<file path="config.mk">
export PLATFORM = sky130hd
export DESIGN_NAME = strand_fsm_param
export DESIGN_NICKNAME = d
export VERILOG_FILES = /design/src/rtl/strand_fsm_param.sv
export SDC_FILE = /design/constraint.sdc
export NUM_CORES = 1
export LEC_CHECK = 0
export BUFFER_PORTS_ARGS = -buffer_cell sky130_fd_sc_hd__clkbuf_2
export CAP_MARGIN = 20
export CORE_MARGIN = 2
export CORE_UTILIZATION = 30
export CTS_BUF_LIST = sky130_fd_sc_hd__clkbuf_4 sky130_fd_sc_hd__clkbuf_8 sky130_fd_sc_hd__clkbuf_16
export DETAILED_ROUTE_END_ITERATION = 7
export PLACE_DENSITY = 0.6
export SYNTH_ARGS = -nofsm -noshare
export SYNTH_HDL_FRONTEND = slang
export SYNTH_SLANG_ARGS = --single-unit
</file>
<file path="constraint.sdc">
create_clock -name clk -period 3 [get_ports clk]
set_clock_uncertainty 0.2 [all_clocks]
set_input_delay 0 -clock clk [delete_from_list [all_inputs] [get_ports clk]]
set_output_delay 0 -clock clk [all_outputs]
set_load 0.03 [all_outputs]
</file>
<file path="src/rtl/strand_fsm_param.sv">
// Per-strand issue controller: gates issue requests, walks vector transfers
// lane by lane with a strided offset, and inserts RAW/cache-miss stalls.
module strand_fsm_param #(
  parameter int NUM_LANES     = 16,
  parameter int LANE_W        = $clog2(NUM_LANES),
  parameter int STRIDE_W      = 10,
  parameter int LOAD_LATENCY  = 2,
  parameter int ARITH_LATENCY = 3
) (
  input  logic              clk,
  input  logic              reset,
  input  logic [31:0]       instruction_i,
  input  logic              instruction_valid_i,
  input  logic [31:0]       pc_i,
  input  logic              grant_i,
  input  logic              flush_i,
  input  logic              suspend_strand_i,
  input  logic              resume_strand_i,
  input  logic [LANE_W-1:0] rollback_reg_lane_i,
  input  logic [31:0]       rollback_strided_offset_i,
  output logic              issue_request_o,
  output logic              next_instruction_o,
  output logic [LANE_W-1:0] reg_lane_select_o,
  output logic [31:0]       strided_offset_o,
  output logic [31:0]       pc_o,
  output logic [31:0]       instruction_o,
  output logic [2:0]        strand_state_o
);

  localparam int MAX_LAT = (LOAD_LATENCY > ARITH_LATENCY) ? LOAD_LATENCY : ARITH_LATENCY;
  localparam int CNT_W   = $clog2(MAX_LAT + 1);

  typedef enum logic [2:0] {
    NORMAL     = 3'd0,
    VLOAD      = 3'd1,
    VSTORE     = 3'd2,
    RAW_WAIT   = 3'd3,
    CACHE_WAIT = 3'd4
  } state_e;

  state_e            state_q, state_d;
  logic [LANE_W-1:0] lane_q, lane_d;
  logic [31:0]       offset_q, offset_d;
  logic [CNT_W-1:0]  cnt_q, cnt_d;

  logic        fmt_a, fmt_b, fmt_c, arith_mc, is_load, vec;
  logic        last, will_issue, in_vec;
  logic [31:0] stride;

  always_comb begin
    fmt_a    = instruction_i[31:29] == 3'b110;
    fmt_b    = !instruction_i[31];
    fmt_c    = instruction_i[31:30] == 2'b10;
    arith_mc = (fmt_a && instruction_i[28])
             || (fmt_a && instruction_i[28:23] == 6'b000111)
             || (fmt_b && instruction_i[30:26] == 5'b00111);
    is_load  = instruction_i[29];
    vec      = fmt_c && (instruction_i[28:25] >= 4'b1010);
    stride   = {{(32-STRIDE_W){1'b0}}, instruction_i[15+STRIDE_W-1:15]};
  end

  // Requests are suppressed combinationally while reset is held so the
  // arbiter never sees a request from a strand that is being cleared.
  always_comb begin
    last               = (lane_q == LANE_W'(NUM_LANES-1)) && (state_q != CACHE_WAIT);
    issue_request_o    = !reset && instruction_valid_i && !flush_i
                         && (state_q != RAW_WAIT) && (state_q != CACHE_WAIT);
    will_issue         = issue_request_o && grant_i;
    in_vec             = (state_q == VLOAD) || (state_q == VSTORE) || vec;
    next_instruction_o = will_issue && (((state_q == NORMAL) && !vec) || (in_vec && last));
  end

  always_comb begin
    lane_d   = lane_q;
    offset_d = offset_q;
    if (suspend_strand_i) begin
      lane_d   = rollback_reg_lane_i;
      offset_d = rollback_strided_offset_i;
    end else if (flush_i || (will_issue && in_vec && last)) begin
      lane_d   = '0;
      offset_d = '0;
    end else if (will_issue && in_vec) begin
      lane_d   = lane_q + LANE_W'(1);
      offset_d = offset_q + stride;
    end
  end

  always_comb begin
    state_d = state_q;
    cnt_d   = cnt_q;
    if (flush_i) begin
      state_d = suspend_strand_i ? CACHE_WAIT : NORMAL;
    end else begin
      unique case (state_q)
        NORMAL: begin
          if (will_issue && vec && !last) begin
            state_d = is_load ? VLOAD : VSTORE;
          end else if (will_issue && fmt_c && is_load && !vec) begin
            state_d = RAW_WAIT;
            cnt_d   = CNT_W'(LOAD_LATENCY);
          end else if (will_issue && arith_mc) begin
            state_d = RAW_WAIT;
            cnt_d   = CNT_W'(ARITH_LATENCY);
          end
        end
        VLOAD: if (will_issue && last) begin
          state_d = RAW_WAIT;
          cnt_d   = CNT_W'(LOAD_LATENCY);
        end
        VSTORE:     if (will_issue && last) state_d = NORMAL;
        RAW_WAIT: begin
          cnt_d = cnt_q - CNT_W'(1);
          if (cnt_q == CNT_W'(1)) state_d = NORMAL;
        end
        CACHE_WAIT: if (resume_strand_i) state_d = NORMAL;
        default:    state_d = NORMAL;
      endcase
    end
  end

  always_ff @(posedge clk or posedge reset) begin
    if (reset) begin
      state_q  <= NORMAL;
      lane_q   <= '0;
      offset_q <= '0;
      cnt_q    <= '0;
    end else begin
      state_q  <= state_d;
      lane_q   <= lane_d;
      offset_q <= offset_d;
      cnt_q    <= cnt_d;
    end
  end

  assign reg_lane_select_o = lane_q;
  assign strided_offset_o  = offset_q;
  assign pc_o              = pc_i;
  assign instruction_o     = instruction_i;
  assign strand_state_o    = state_q;

endmodule

</file>
# [Yosys cells after proc, flatten, opt, wreduce, memory -nomap -nowiden]
# Index checks and enable logic that the tools add are counted.
# W data, S select, Z words.
[word_totals] ram_bits=0 latch_bits=0 mem_bits_ro=0 memories=0 ff_bits=41 word_cells=89 input_bits=107
[classes] bitwise_logic=1 eq_ne=20 reduce_logical=38 addsub=3 multipliers=0 mux=22 div=0 n_lt_le_gt_ge=1 n_shift=0
[ops] cell="$mux W32" n=3
[ops] cell="$add A32 B10 Y32" n=1
[ops] cell="$mux W3" n=9
[ops] cell="$logic_and A1 B1 Y1" n=22
[ops] cell="$pmux W3 S5" n=1
[ops] cell="$mux W4" n=3
[ops] cell="$mux W2" n=5
[ops] cell="$reduce_and A5 Y1" n=2
[ops] cell="$ne A3 B2 Y1 const B" n=3
[ops] cell="$ne A3 B3 Y1 const B" n=3
[ops] cell="$eq A3 B2 Y1 const B" n=2
[ops] cell="$eq A3 B3 Y1 const B" n=2
[ops] cell="$eq A6 B3 Y1 const B" n=1
[ops] cell="$logic_or A1 B1 Y1" n=6
[ops] cell="$pmux W2 S3" n=1
[ops] cell="$reduce_bool A3 Y1" n=2
[ops] cell="$eq A5 B3 Y1 const B" n=1
[ops] cell="$logic_not A1 Y1" n=5
[ops] cell="$ne A5 B2 Y1 const B" n=1
[ops] cell="$add A4 B1 Y4 const B" n=1
[ops] cell="$eq A4 B4 Y1 const B" n=1
[ops] cell="$ge A4 B4 Y1 const B" n=1
[ops] cell="$eq A3 B1 Y1 const B" n=1
[ops] cell="$logic_not A3 Y1" n=1
[ops] cell="other kinds (7)" n=7

# [Depth between registers and ports, before layout]
# Gate-level depths: netlist of the first run.
[depth] ltp_word=13 depth_mapped=10 mapped_depth_nobuf=8

# [Worst setup path after synthesis of the first run]
# No wires, ideal clock.
[synth_timing] path_type="register to register" from="register offset_q[0], in the netlist strided_offset_o[0]" to="register offset_q[20], in the netlist strided_offset_o[20]" t_required_ns=2.680 setup_slack_ns=0.272 setup_time_ns=0.120 arrival_time_ns=2.408 stages_incl_launch_ff=9 path_cell_list="dfrtp_1 -> ha_1 -> fa_1 -> a21o_1 -> a221o_1 -> o21ai_2 -> nor2_1 -> a32o_1 -> a31o_2"
[synth_via] elab_chain_len=4
[synth_lines] element="start, declared" line="43" rtl="logic [31:0] offset_q, offset_d;"
[synth_lines] element="start signal, assigned" line="130" rtl="offset_q <= offset_d;"
[synth_lines] element="$add A32 B10 Y32" line="84" rtl="offset_d = offset_q + stride;"
[synth_lines] element="$mux W32" line="82" rtl="end else if (will_issue && in_vec) begin"
[synth_lines] element="$mux W32" line="79" rtl="end else if (flush_i || (will_issue && in_vec && last)) begin"
[synth_lines] element="$mux W32" line="76" rtl="if (suspend_strand_i) begin"
# No other way between the ends. The select of a mux whose other input is x is not followed.
# A chain may end at the register's enable or synchronous reset.

# [Worst setup path in the final report of the first run]
[layout_timing] from="register state_q[2], in the netlist strand_state_o[2]" to="register state_q[1], in the netlist strand_state_o[1]"
[layout_via] elab_chain_len=11 word_cells_on_any_way=29 classes_between="eq/ne (11); mux (4); reduce/logical (14)"
[layout_lines] element="start, declared" line="41" rtl="state_e state_q, state_d;"
[layout_lines] element="start signal, assigned" line="128" rtl="state_q <= state_d;"
[layout_lines] element="$ne A3 B2 Y1" line="67" rtl="&& (state_q != RAW_WAIT) && (state_q != CACHE_WAIT);"
[layout_lines] element="$logic_and A1 B1 Y1 (2 in a row)" line="67"
[layout_lines] element="$logic_and A1 B1 Y1" line="68" rtl="will_issue = issue_request_o && grant_i;"
[layout_lines] element="$logic_and A1 B1 Y1 (3 in a row)" line="98" rtl="end else if (will_issue && fmt_c && is_load && !vec) begin"
[layout_lines] element="$mux W3" line="98"
[layout_lines] element="$mux W3" line="96" rtl="if (will_issue && vec && !last) begin"
[layout_lines] element="$pmux W3 S5" line="94" rtl="unique case (state_q)"
[layout_lines] element="$mux W3" line="91" rtl="if (flush_i) begin"
# Several ways; a longest one is shown, not always the timed one.

==> impl_metrics.tcl, run 1 <==
set metrics [dict create \
    status "finished clean" \
    grt_pass1_wl_mm 18.3 \
    detail-route-antenna-nets 0 \
    worst_pin_slew_ns 0.847 \
    syn-cell-area_mm2 0.00366 \
    vias 3867 \
    vias_per_cell 5.36 \
    wl_per_cell_um 16.4 \
    rrSetupSlack_ns 0.25 \
    cts_sinks 41 \
    intPower_uw 1260 \
    postSynthAreaPerCell_um2 8.40 \
    start_kind "flop" \
    io_pins 212 \
    rr_startpoint "strand_state_o[2]" \
    synth_largest_area_cell "dfrtp_1" \
    cp-startpoint "strand_state_o[2]" \
    hp-class "input port to flop" \
    min_path_cells 4 \
    r2r_cells 8 \
    drt_wl_total_mm 11.9 \
    hold_start "instruction_i[16]" \
    cts_buffers 5 \
    timing.final.max_slew_violations 0 \
    cap_violations 0 \
    drt_first_iter_violations 258 \
    htreeDepth 2 \
    combinationalPowerShare_pct 41.5 \
    critical_path_required_ns 2.97 \
    drt_first_pass_iters 5 \
    yosys_warnings 0 \
    dp_slack_ns 0.297 \
    grtUsageTotal_pct 17.5 \
    path_max_fanout 9 \
    syn_inst 435 \
    hold_viol 0 \
    cp_data_arrival_time_ns 2.72 \
    finalSetupViolCount 0 \
    slew_headroom_pct 43.4 \
    finalCriticalPeriod_ns 2.75 \
    criticalPathCategory "flop to flop" \
    power.total_uw 2120 \
    n_antenna_cell 0 \
    setup_slack_ns 0.250 \
    antenna_found_initial 0 \
    clkLatencyLatePin_ns 0.29 \
    grt-ovfl-total 0 \
    initial_utilization_pct 30.6 \
    cts_tree "done" \
    power_frac_seq_pct 33.1 \
    synth_edf_count 0 \
    die-height_um 114 \
    slowest_delay_ns 0.56 \
    detailed_place_hpwl_mm 8.71 \
    ir_worst_vdd_v 0.000204 \
    core_area_mm2 0.0120 \
    ys_ff_latch 41 \
    async_reset_ff_share_pct 100 \
    max_clock_freq_mhz 364 \
    crit_top_cell "nor2_1" \
    p_per_area_mw_per_mm2 431 \
    p_sw_share_pct 40.8 \
    synth.top_cell.area_share_pct 28.1 \
    drive_above_1_share_pct 26.8 \
    port-buffer-count 117 \
    gp_congestion 0.875 \
    p_sw_uw 867 \
    cp-end-kind "flop" \
    synth_nets 555 \
    max-clock-path-buffers 2 \
    final_nets 694 \
    setup_tns_ns 0 \
    synth-main-ff-cell "dfrtp_1" \
    crit_chain "buf_4 -> or2_2 -> nor2_1 -> o311ai_0 -> o21a_1 -> mux2i_1 -> nor2_1 -> dlygate4sd3_1" \
    post_cts_buffers 0 \
    die_area_mm2 0.0131 \
    die_w_um 114 \
    cts_root_buf "clkbuf_16" \
    clk_pin_slew_ns 0.06 \
    drc 0 \
    ys_top_cells_by_area "dfrtp_1 28%, buf_4 14%, ha_1 4.1%" \
    rsz0062_at_grt "false" \
    final_core_util_pct 41.2 \
    grt_max_degree 29 \
    synth_cell_types 70 \
    leakage_uw 0.00220 \
    yosysSeqAreaShare_pct 28.1 \
    grt_pass1_vias 3615 \
    num_rows 40 \
    syn_to_final_growth_pct 34.7 \
    cp_slowest_cell "dlygate4sd3_1" \
    clkPwrFrac_pct 25.4 \
    period_share_pct 91.7 \
]
==> metrics by stage <==
stage | cells | hold slack (ns) | cell area [um^2]
6_report | 722 | 0.0211 | 4920
5_1_grt | 722 | 0.0740 | 4920
4_1_cts | 722 | 0.0257 | 4920
3_5_place_dp | 625 | -0.200 | 3890
3_3_place_gp | 625 | -0.200 | 3890
2_1_floorplan | 435 | -0.134 | 3660
==> critical path, delay by kind of cell, from the launching register on <==
family | cells | cell delay [ns]
compound gates | 2 | 0.58
buf+inv | 2 | 0.72
simple gates | 3 | 0.60
flops | 1 | 0.37
mux | 1 | 0.15
==> final timing paths <==
kind	endpoint
setup / recovery	strand_state_o[1]
hold / removal	strided_offset_o[1]
setup reg to reg	strand_state_o[1]
hold reg to reg	cnt_q[1]
max in group asynchronous	strided_offset_o[0]
min in group asynchronous	strand_state_o[1]
==> synth_stat cells, types with 6 or more instances <==
| library cell | number |
|---|---|
| o21ai_0 | 22 |
| nand2_1 | 31 |
| nor2_1 | 39 |
| a22oi_1 | 18 |
| buf_4 | 66 |
| a21o_1 | 6 |
| nand4_1 | 7 |
| mux2i_1 | 7 |
| inv_1 | 11 |
| or3_1 | 7 |
| clkbuf_1 | 8 |
| a221oi_1 | 9 |
| dfrtp_1 | 41 |
| nand3_1 | 18 |
| a21oi_1 | 19 |
| ha_1 | 12 |
==> cells in the final DEF, fill, tap and decap left out, types with 4 or more instances in the layout <==
master / Yosys / layout
dfrtp_1: 41 / 41
o21ai_0: 22 / 22
clkbuf_2: 1 / 117
o311ai_1: 4 / 4
and4_1: 5 / 5
o311ai_0: 5 / 5
ha_1: 12 / 12
and2_1: 4 / 4
nand4_1: 7 / 7
dlygate4sd3_1: 0 / 89
nand3_1: 18 / 18
nor2_1: 39 / 39
a22oi_1: 18 / 18
a221oi_1: 9 / 9
a21oi_1: 19 / 19
nor4_1: 4 / 4
inv_1: 11 / 11
a31oi_1: 4 / 4
buf_4: 66 / 9
or3_1: 7 / 7
xnor2_1: 4 / 4
clkbuf_16: 0 / 5
mux2i_1: 7 / 7
nand2_1: 31 / 31
nor3_1: 4 / 4
a21o_1: 6 / 6
and3_1: 5 / 5
==> what timing repair did <==
item | 4_1_cts | 5_1_grt
endpoints found under the hold margin | 107 | 0
resized for setup | 0 | 1
setup endpoints to repair | 0 | 1
hold buffers | 89 | 0
==> per-layer routing <==
metal | vias up | share of wire, % | global-route usage, %
li1 | 1848 | - | -
met4 | 0 | 0.99 | 3.25
met1 | 1809 | 45 | 23.1
met2 | 198 | 48 | 29.8
met3 | 12 | 6.4 | 3.28
met5 | - | 0 | 0
==> cell type report <==
type	instances	area (um^2)
timing repair buffer	215	1540
fill	1189	7040
clock buffer	5	125
sequential	41	1030
multi-input combinational	300	1990
clock inverter	3	17.5
inverter	11	41.3
tap	147	184
==> cell families (layout without fill, tap and decap cells) <==
| family | count (synthesis) | after routing | synth area share, % |
|---|---|---|---|
| flops | 41 | 41 | 28.1 |
| fa+ha+maj | 13 | 13 | 4.65 |
| xor+xnor | 7 | 7 | 1.68 |
| simple gates | 146 | 146 | 21.1 |
| buf+inv | 94 | 234 | 17.7 |
| compound gates | 126 | 126 | 24.6 |
| mux | 8 | 8 | 2.22 |
==> state kept, by name (all words and copies together), names as in the netlist <==
name and count:
cnt_q 2, reg_lane_select_o 4, strand_state_o 3, strided_offset_o 32
==> power by group through the flow <==
stage	clock network (uW)	logic [uW]	registers, uW
finish	540	882	703
global route	573	953	716
CTS	548	881	701
detailed placement	0	714	711
global placement	0	707	706
floorplan	0	514	805
No activity file was read; power rests on OpenSTA's default activity.
==> run 2, diff against run 1 <==
==> config.mk (replaced) <==
export PLATFORM = sky130hd
export DESIGN_NAME = strand_fsm_param
export DESIGN_NICKNAME = d
export VERILOG_FILES = /design/src/rtl/strand_fsm_param.sv
export SDC_FILE = /design/constraint.sdc
export NUM_CORES = 1
export LEC_CHECK = 0
export CAP_MARGIN = 20
export CORE_MARGIN = 2
export CORE_UTILIZATION = 30
export CTS_BUF_LIST = sky130_fd_sc_hd__clkbuf_4 sky130_fd_sc_hd__clkbuf_8 sky130_fd_sc_hd__clkbuf_16
export DETAILED_ROUTE_END_ITERATION = 7
export DONT_BUFFER_PORTS = 1
export PLACE_DENSITY = 0.46
export SYNTH_ARGS = -nofsm -noshare
export SYNTH_HDL_FRONTEND = slang
export SYNTH_SLANG_ARGS = --single-unit
==> run 2 against run 1 <==
  * The run now fails in 4_1_cts
  * Synthesized cell count unchanged
  * Synthesized area is the same
==> impl_metrics.tcl, run 2 <==
set metrics [dict create \
    initial_utilization_pct 30.6 \
    cts_hold_buffers 108 \
    synth_commonest_cells "66 x buf_4, 41 x dfrtp_1, 39 x nor2_1" \
    max-clock-path-buffers 2 \
    yosysSeqAreaShare_pct 28.1 \
    synth-main-ff-cell "dfrtp_1" \
    async_reset_ff_share_pct 100 \
    status "aborted with a tool error" \
    yosys_warnings 0 \
    ys_ff_latch 41 \
    synth_nets 555 \
    gp_congestion 0.819 \
    port-buffer-count 0 \
    synth.most_common_cell "buf_4" \
    cts_sinks 41 \
    io_pins 212 \
    cts_root_buf "clkbuf_16" \
    post_cts_buffers 0 \
    postSynthAreaPerCell_um2 8.40 \
    synth_edf_count 0 \
    haltStage "4_1_cts" \
    die-height_um 114 \
    postPlaceCellArea_mm2 0.00345 \
    syn_inst 435 \
    syn-cell-area_mm2 0.00366 \
    synth_cell_types 70 \
    error "[ERROR RSZ-0060] Max buffer count reached." \
    htreeDepth 2 \
    cts-resized-gates 0 \
    synth.top_cell.area_share_pct 28.1 \
    ys_top_cells_by_area "dfrtp_1 28%, buf_4 14%, ha_1 4.1%" \
    num_rows 40 \
    cts_buffers 5 \
    synth_largest_area_cell "dfrtp_1" \
    die_w_um 114 \
    detailed_place_hpwl_mm 8.36 \
]
run 2: cell counts after synthesis:
Identical to the previous run, type by type.
run 2: logic make-up after synthesis:
kind of cell	share of synthesized area (%)
and+or+nand+nor	21.1
muxes	2.22
buffers and inverters	17.7
AOI/OAI and AO/OA	24.6
xor gates and xnor gates	1.68
adders and majority gates	4.65
DFF	28.1
run 2: through the flow:
step	hold WS, ns	setup slack, ns	instances
after floorplan	-0.134	0.272	435
after global placement	-0.200	0.300	528
after detailed placement	-0.200	0.273	528
==> run 3, diff against run 2 <==
==> config.mk (replaced) <==
export PLATFORM = sky130hd
export DESIGN_NAME = strand_fsm_param
export DESIGN_NICKNAME = d
export VERILOG_FILES = /design/src/rtl/strand_fsm_param.sv
export SDC_FILE = /design/constraint.sdc
export NUM_CORES = 1
export LEC_CHECK = 0
export CAP_MARGIN = 20
export CORE_MARGIN = 2
export CORE_UTILIZATION = 20
export DETAILED_ROUTE_END_ITERATION = 7
export DONT_BUFFER_PORTS = 1
export PLACE_DENSITY_LB_ADDON = 0.15
export SYNTH_ARGS = -nofsm -noshare
export SYNTH_HDL_FRONTEND = slang
export SYNTH_SLANG_ARGS = --single-unit
==> run 3 against run 2 <==
  * The run now ends clean
==> impl_metrics.tcl, run 3 (synthesis gave the netlist of run 1 again) <==
set metrics [dict create \
    gp_congestion 0.753 \
    mostFrequentLayoutCell "dlygate4sd3_1" \
    critical_path_required_ns 2.99 \
    max_clock_freq_mhz 352 \
    fillers 1906 \
    start_kind "input port" \
    status "finished clean" \
    wl_per_cell_um 18.4 \
    clkLatencyLatePin_ns 0.30 \
    cp-endpoint "strided_offset_o[20]" \
    drt_wl_total_mm 13.6 \
    fin_area_mm2 0.00493 \
    io_pins 212 \
    path_max_fanout 6 \
    vias_per_cell 4.87 \
    slew_headroom_pct 57.7 \
    htreeDepth 2 \
    die-height_um 139 \
    initial_utilization_pct 20.4 \
    drt_first_pass_iters 5 \
    die_w_um 139 \
    hold_viol 0 \
    drc 0 \
    cp-end-kind "flop" \
    leakage_uw 0.00195 \
    post_cts_buffers 0 \
    port-buffer-count 0 \
    rrSetupSlack_ns 0.22 \
    criticalPathCategory "input port to flop" \
    detailed_place_hpwl_mm 9.72 \
    cp_data_arrival_time_ns 2.83 \
    grt_max_degree 43 \
    syn_to_final_growth_pct 34.8 \
    setup_tns_ns 0 \
    hold_ws_ns 0.0187 \
    r2r-end "reg_lane_select_o[2]" \
    layout_common_cells "113 x dlygate4sd3_1, 41 x dfrtp_1, 39 x nor2_1" \
    cts_sinks 41 \
    ir_worst_vdd_v 0.000233 \
    die_area_mm2 0.0194 \
    final_nets 629 \
    cts_tree "done" \
    largest_reg_flops 32 \
    num_rows 49 \
    finalCriticalPeriod_ns 2.84 \
    finalSetupViolCount 0 \
    vias 3606 \
    drive_above_1_share_pct 12.5 \
    rr_startpoint "strand_state_o[0]" \
    rsz0062_at_grt "false" \
    grt-ovfl-total 0 \
    postPlaceCellArea_mm2 0.00361 \
    cap_violations 0 \
    antenna_found_initial 1 \
    detail-route-antenna-nets 0 \
    timing.final.max_slew_violations 0 \
    grt_pass1_vias 3555 \
    cts_root_buf "clkbuf_16" \
    period_share_pct 94.8 \
    core_area_mm2 0.0180 \
    max-clock-path-buffers 2 \
    grt_pass1_wl_mm 20.9 \
    r2r_cells 7 \
    p_per_area_mw_per_mm2 445 \
    clk_pin_slew_ns 0.07 \
    cp-startpoint "instruction_i[15]" \
    drt_first_iter_violations 217 \
    worst_pin_slew_ns 0.634 \
    grtUsageTotal_pct 13.7 \
    hp-class "input port to flop" \
    cts_buffers 5 \
]
## run 3: where the power goes
part / leakage (uW) / internal [uW] / switching (uW)
clock network: 0.0000799 / 354 / 264
registers: 0.000503 / 615 / 132
logic: 0.00137 / 331 / 496
## run 3: cell type report
| cell class | instances | area, um^2 | area share (%) |
|---|---|---|---|
| tap | 229 | 287 | 5.82 |
| antenna | 1 | 2.50 | 0.0508 |
| clock buffer | 7 | 153 | 3.10 |
| inverter | 11 | 41.3 | 0.838 |
| clock inverter | 1 | 5.00 | 0.102 |
| timing repair buffer | 150 | 1420 | 28.8 |
| sequential | 41 | 1030 | 20.8 |
| multi-input combinational | 300 | 1990 | 40.4 |
## run 3: repair_timing
item	4_1_cts	5_1_grt
gates resized for setup	0	3
endpoints found under the hold margin	146	1
hold buffers	113	1
setup endpoints to repair	0	3
## run 3: how the worst min path moves through the flow
| stage | start | cells past startpoint | endpoint |
|---|---|---|---|
| 2_1_floorplan | flush_i | 1 | strand_state_o[1] |
| 3_3_place_gp | instruction_i[0] | 0 | instruction_o[0] |
| 3_5_place_dp | instruction_i[0] | 0 | instruction_o[0] |
| 4_1_cts | grant_i | 4 | cnt_q[1] |
| 5_1_grt | grant_i | 4 | cnt_q[0] |
| 6_report | grant_i | 4 | cnt_q[0] |
## run 3: worst max-delay path: stages
cell and delay, ns:
dlygate4sd3_1 0.68, ha_1 0.29, fa_1 0.42, a21o_1 0.20, a221o_1 0.42, o21ai_4 0.28, nor2_1 0.11, a32o_1 0.23
a31o_2 0.21
## run 3: layer usage
layer | GRT usage, % | routed length [um]
met4 | 2.34 | 78
met3 | 3.07 | 905
met5 | 0 | 0
met2 | 22.4 | 6340
met1 | 18.6 | 6260
## run 3: metrics by stage
step | setup slack (ns) | util, % | power [uW] | cells
2_1_floorplan | 0.272 | - | 1320 | 435
3_3_place_gp | 0.207 | 20.1 | 1340 | 617
3_5_place_dp | 0.165 | 20.1 | 1350 | 617
4_1_cts | 0.0772 | 27.3 | 2210 | 738
5_1_grt | 0.0445 | 27.4 | 2320 | 740
6_report | 0.155 | 27.4 | 2190 | 740
